### src/rtl/wb_pkg.sv
// ============================================================================
// Module      : wb_pkg
// Description : Shared constants and types for the register-file write-back
//               port arbiter.
// Revision    : 1.0 - initial release
// ============================================================================
`default_nettype none

package wb_pkg;

    localparam int NUM_REQ    = 3;
    localparam int REG_ADDR_W = 5;
    localparam int REG_DATA_W = 32;

    localparam int REQ_ALU = 0;
    localparam int REQ_LSU = 1;
    localparam int REQ_CSR = 2;

    typedef struct packed {
        logic [REG_ADDR_W-1:0] addr;
        logic [REG_DATA_W-1:0] data;
    } wb_req_t;

    // Index width that stays legal for a single requester.
    function automatic int ptr_width(input int n);
        return (n > 1) ? $clog2(n) : 1;
    endfunction

endpackage

`default_nettype wire

### src/rtl/rr_arbiter.sv
// ============================================================================
// Module      : rr_arbiter
// Description : Combinational round-robin grant: search starts at the pointer
//               and wraps modulo N; returns a one-hot grant and its index.
// Revision    : 1.0 - initial release
// ============================================================================
`default_nettype none

module rr_arbiter
    import wb_pkg::*;
#(
    parameter int N     = 3,
    parameter int IDX_W = 2
) (
    input  logic [N-1:0]     req_valid_i,
    input  logic [IDX_W-1:0] rr_ptr_i,
    output logic [N-1:0]     grant_o,
    output logic [IDX_W-1:0] grant_idx_o,
    output logic             grant_any_o
);

    int               w_pos;
    logic [IDX_W-1:0] w_idx;

    // Walking offsets from the pointer is the rotate; the first hit is the
    // priority encode; storing the absolute position is the unrotate.
    always_comb begin
        grant_o     = '0;
        grant_idx_o = '0;
        grant_any_o = 1'b0;
        w_pos       = 0;
        w_idx       = '0;
        for (int k = 0; k < N; k++) begin
            w_pos = int'(rr_ptr_i) + k;
            if (w_pos >= N) begin
                w_pos = w_pos - N;
            end
            w_idx = IDX_W'(w_pos);
            if (!grant_any_o && req_valid_i[w_idx]) begin
                grant_any_o    = 1'b1;
                grant_o[w_idx] = 1'b1;
                grant_idx_o    = w_idx;
            end
        end
    end

endmodule

`default_nettype wire

### src/rtl/wb_port_arbiter.sv
// ============================================================================
// Module      : wb_port_arbiter
// Description : Shares the register-file write port between write-back
//               requesters with round-robin grants and a registered port.
// Revision    : 1.0 - initial release
// ============================================================================
`default_nettype none

module wb_port_arbiter #(
    parameter int NUM_REQ        = 3,
    parameter int reg_addr_width = 5,
    parameter int reg_data_width = 32
) (
    input  logic                                     clk,
    input  logic                                     rst,
    input  logic [NUM_REQ-1:0]                       req_valid,
    input  logic [NUM_REQ*reg_addr_width-1:0]        req_addr,
    input  logic [NUM_REQ*reg_data_width-1:0]        req_data,
    output logic [NUM_REQ-1:0]                       req_ready,
    input  logic                                     wb_stall,
    output logic [reg_addr_width-1:0]                wr_addr,
    output logic [reg_data_width-1:0]                wr_data,
    output logic                                     write_back_en,
    output logic [wb_pkg::ptr_width(NUM_REQ)-1:0]    rr_ptr
);

    import wb_pkg::*;

    localparam int PTR_W = ptr_width(NUM_REQ);

    logic [NUM_REQ-1:0]        w_valid_gated;
    logic [NUM_REQ-1:0]        w_grant;
    logic [PTR_W-1:0]          w_gnt_idx;
    logic                      w_any;
    logic [reg_addr_width-1:0] w_sel_addr;
    logic [reg_data_width-1:0] w_sel_data;

    logic [PTR_W-1:0]          rr_ptr_q,  rr_ptr_d;
    logic [reg_addr_width-1:0] wr_addr_q, wr_addr_d;
    logic [reg_data_width-1:0] wr_data_q, wr_data_d;
    logic                      wb_en_q,   wb_en_d;

    // Gating valid (rather than the grant) keeps the arbiter's any-flag honest
    // so stall and reset also freeze the pointer and the output register.
    assign w_valid_gated = (rst || wb_stall) ? '0 : req_valid;

    rr_arbiter #(
        .N     (NUM_REQ),
        .IDX_W (PTR_W)
    ) u_rr_arbiter (
        .req_valid_i (w_valid_gated),
        .rr_ptr_i    (rr_ptr_q),
        .grant_o     (w_grant),
        .grant_idx_o (w_gnt_idx),
        .grant_any_o (w_any)
    );

    assign req_ready  = w_grant;
    assign w_sel_addr = req_addr[w_gnt_idx*reg_addr_width +: reg_addr_width];
    assign w_sel_data = req_data[w_gnt_idx*reg_data_width +: reg_data_width];

    always_comb begin
        rr_ptr_d  = rr_ptr_q;
        wr_addr_d = wr_addr_q;
        wr_data_d = wr_data_q;
        wb_en_d   = 1'b0;
        if (w_any) begin
            rr_ptr_d  = (w_gnt_idx == PTR_W'(NUM_REQ - 1)) ? '0 : w_gnt_idx + 1'b1;
            wr_addr_d = w_sel_addr;
            wr_data_d = w_sel_data;
            // x0 is hard-wired zero: complete the handshake, skip the strobe.
            wb_en_d   = |w_sel_addr;
        end
    end

    always_ff @(posedge clk) begin
        if (rst) begin
            rr_ptr_q  <= '0;
            wr_addr_q <= '0;
            wr_data_q <= '0;
            wb_en_q   <= 1'b0;
        end else begin
            rr_ptr_q  <= rr_ptr_d;
            wr_addr_q <= wr_addr_d;
            wr_data_q <= wr_data_d;
            wb_en_q   <= wb_en_d;
        end
    end

    assign rr_ptr        = rr_ptr_q;
    assign wr_addr       = wr_addr_q;
    assign wr_data       = wr_data_q;
    assign write_back_en = wb_en_q;

endmodule

`default_nettype wire
### config.mk
export PLATFORM = sky130hd
export DESIGN_NAME = wb_port_arbiter
export DESIGN_NICKNAME = d
export VERILOG_FILES = /design/src/rtl/wb_pkg.sv /design/src/rtl/rr_arbiter.sv /design/src/rtl/wb_port_arbiter.sv
export SDC_FILE = /design/constraint.sdc
export NUM_CORES = 1
export LEC_CHECK = 0
export BUFFER_PORTS_ARGS = -buffer_cell sky130_fd_sc_hd__buf_4
export CAP_MARGIN = 5
export CORE_MARGIN = 4
export CORE_UTILIZATION = 46
export CTS_CLUSTER_DIAMETER = 30
export DETAILED_ROUTE_END_ITERATION = 10
export GPL_TIMING_DRIVEN = 0
export HOLD_SLACK_MARGIN = 0.1
export PLACE_DENSITY_LB_ADDON = 0.12
export REMOVE_ABC_BUFFERS = 1
export SETUP_SLACK_MARGIN = 0.3
export SYNTH_ARGS = -nofsm -noshare
export SYNTH_HDL_FRONTEND = slang
export SYNTH_HIERARCHICAL = 1
export SYNTH_SLANG_ARGS = --single-unit
### constraint.sdc
create_clock -name clk -period 5.9 [get_ports clk]
set_clock_uncertainty 0.15 [all_clocks]
set_input_delay 1.77 -clock clk [delete_from_list [all_inputs] [get_ports clk]]
set_output_delay 1.77 -clock clk [all_outputs]
set_load 0.02 [all_outputs]
==> metrics <==
Clk Latency, worst-skew pair approximately 0.28 ns; vias in the first global route about 2,400; # diodes 0; GPL Wtd Cong 0.859; Crit path largest cell delay 0.40 ns; RSZ-0062 raised after global routing no; Clock Tree Buf Depth 2; Die H 80.5 µm; Horiz. Die Dim 80.5 µm; Netlist Area Pre-Place approximately 2400 µm²; syn avg cell area 8.00 µm²; cell count after synthesis 302; row cnt 26; Min-Delay Path Depth 2; Area Growth Syn to Fin 56.2%; final period utilization 90.3%; Crit. End Element primary output; CTS Root Cell clkbuf_8; I/O Pins 160; share of cells above drive strength 1 39.8%; status complete, no violations; Crit path arrival time 3.41 ns; FF+latch count, synth 40; Slew @ Worst Pin 0.895 ns; Peak VDD IR 149 µV; DP HPWL 5.58 mm; Pins Over Slew Limit 0; Post-CTS Hold Buffers 0; Yosys cell types 29; initial antenna violation count 0; FF-to-FF End write_back_en; NumNets Final 567; Initial Util a little under half; FF-to-FF setup slack 2.22 ns; Core ar. 5110 µm²; hold path start wr_data[28]; Max Freq between 0.15 and 0.2 GHz; kind of critical path primary input to primary output; first-pass GRT wire length approximately 11 mm; Post-DRT Antenna Nets 0; PostCTS Resize Cnt 0; final hold vios 0; Post CTS Setup Buffer Count 0; post-route minimum period 5.33 ns; Pwr Density between 300 and 400 nW/µm²; htree depth 2; largest net degree at the start of global routing 54; sequential area share after synthesis 33.1%; CP required 3.98 ns; WL final 7.26 mm; pre-CTS setup slack around 0.59 ns; setup violators final 0; DR vias/cell 5.07; CTS tree done; CP startpoint kind primary input; Pre-antenna DRT Iters 4; reg2reg start rr_ptr[0]; total CTS buffers 5; Max-Cap Viols 0; Die ar. between 6000 and 7000 µm²; grt total ovfl 0; Total Routing Usage GR 22.3%; cells on worst reg2reg path 10; WL/cell 14.0 µm; CTS clk-pin slew, worst paths 0.07 ns; crit path launch rst; critical-path cell list buf_4 -> nor2_1 -> and2_1 -> nand2b_1 -> a21oi_1 -> o21ai_0 -> o21ai_0 -> buf_4; hold_ws 0.337 ns; post-route setup slack 0.574 ns; IO buf count around 160; highest-delay cell along the critical path o21ai_0; Initial DRC Count 115; crit path to req_ready[1]; Vias 2,623; filler instances about 430; CP max FO 41; DR DRC count 0; clk sinks 40; worst hold-check path type register to register; Ys Warns 6; Leakage Power 1.67 nW; Slew Limit Headroom 40.2%
-- cells by family (layout without fill, tap and decap cells) --
family                   Yosys count  after routing  share of synthesized area (%)
adder cells (fa/ha/maj)            4              4                           2.07
multiplexers                      43             43                           18.3
AO/OA/AOI/OAI                     90             90                           23.2
flip-flops                        40             40                           33.1
buffers and inverters             28            173                           6.63
AND/OR/NAND/NOR                   97             97                           16.6
-- worst min path at each step --
stage / end
floorplan: wr_addr[1]
global placement: wr_data[11]
detailed placement: wr_data[7]
CTS: wr_data[7]
global route: wr_addr[3]
finish: wr_data[28]
-- per-stage QoR --
| stage | util (%) | total power [mW] | std cells | setup TNS [ns] | instance area (µm²) |
|---|---|---|---|---|---|
| 2_1_floorplan | - | 0.697 | 277 | -125.37 | 2270 |
| 3_3_place_gp | 69.5 | 0.914 | 506 | -253.18 | 3550 |
| 3_5_place_dp | 71.4 | 0.924 | 509 | 0 | 3650 |
| 4_1_cts | 73.9 | 1.17 | 517 | 0 | 3770 |
| 5_1_grt | 73.9 | 1.24 | 517 | 0 | 3770 |
| 6_report | 73.9 | 1.16 | 517 | 0 | 3770 |
-- cell type report --
type                    instances  area, µm²  share of cell area (%)
multi-input cells             234       1490                    39.4
inverters                       3       11.3                   0.298
flip-flops and latches         40        801                    21.2
clock buffers                   7       96.3                    2.55
well taps                      70       87.6                    2.32
clock inverters                 1       30.0                   0.796
repair buffers                162       1260                    33.4
-- cells in the mapped netlist --
| cell type | number | area share (%) |
|---|---|---|
| nor2_1 | 80 | 12 |
| a21oi_1 | 42 | 8.7 |
| mux2i_1 | 42 | 17 |
| dfxtp_1 | 40 | 33 |
| a211oi_1 | 37 | 11 |
| clkbuf_1 | 13 | 2.0 |
| buf_2 | 5 | 1.0 |
| o21ai_0 | 5 | 1.0 |
| ha_1 | 4 | 2.1 |
| nand2_1 | 4 | 0.62 |
| and2_1 | 3 | 0.78 |
| buf_4 | 3 | 0.93 |
| inv_1 | 3 | 0.47 |
| nand3b_1 | 3 | 0.93 |
| buf_6 | 2 | 0.93 |
| buf_8 | 2 | 1.2 |
| nand2b_1 | 2 | 0.52 |
| a22oi_1 | 1 | 0.31 |
| a41oi_1 | 1 | 0.36 |
| and2b_2 | 1 | 0.36 |
| mux2i_4 | 1 | 0.93 |
| nor2b_1 | 1 | 0.26 |
| nor3_1 | 1 | 0.21 |
| o2111ai_1 | 1 | 0.36 |
| o21ai_1 | 1 | 0.21 |
| o21ai_2 | 1 | 0.36 |
| o2bb2ai_1 | 1 | 0.36 |
| or2_2 | 1 | 0.26 |
| or3_1 | 1 | 0.26 |
-- state kept, by name, summed over array words and instances, names as in the netlist --
signal,flops
rr_ptr,2
wr_data,32
write_back_en,1
wr_addr,5
-- cells in the final DEF (no fill, tap or decap), drive strengths merged, types with 2 or more instances in the layout --
cell type	count
buf	162
nor2	80
mux2i	43
a21oi	42
dfxtp	40
a211oi	37
clkbuf	7
o21ai	7
nand2	4
ha	4
and2	3
inv	3
nand3b	3
nand2b	2
-- worst max-delay path: cells and delay by family --
kind / cells / cell delay [ns]
AO/OA/AOI/OAI: 3 / 0.61
AND/OR/NAND/NOR: 3 / 0.59
buffers and inverters: 2 / 0.43
-- power by group --
group,switching [mW],total (mW),internal (mW)
registers,0.0321,0.363,0.331
clock network,0.0922,0.241,0.149
logic,0.303,0.553,0.251
total,0.427,1.16,0.731
-- metal layers --
layer	track usage, %	up-vias	routed length (µm)
met4	6.25	0	108
met1	26.0	1150	2940
li1	-	1359	-
met3	7.85	9	668
met2	38.4	105	3550
met5	0	-	0
No activity file was read; power rests on OpenSTA's default activity.
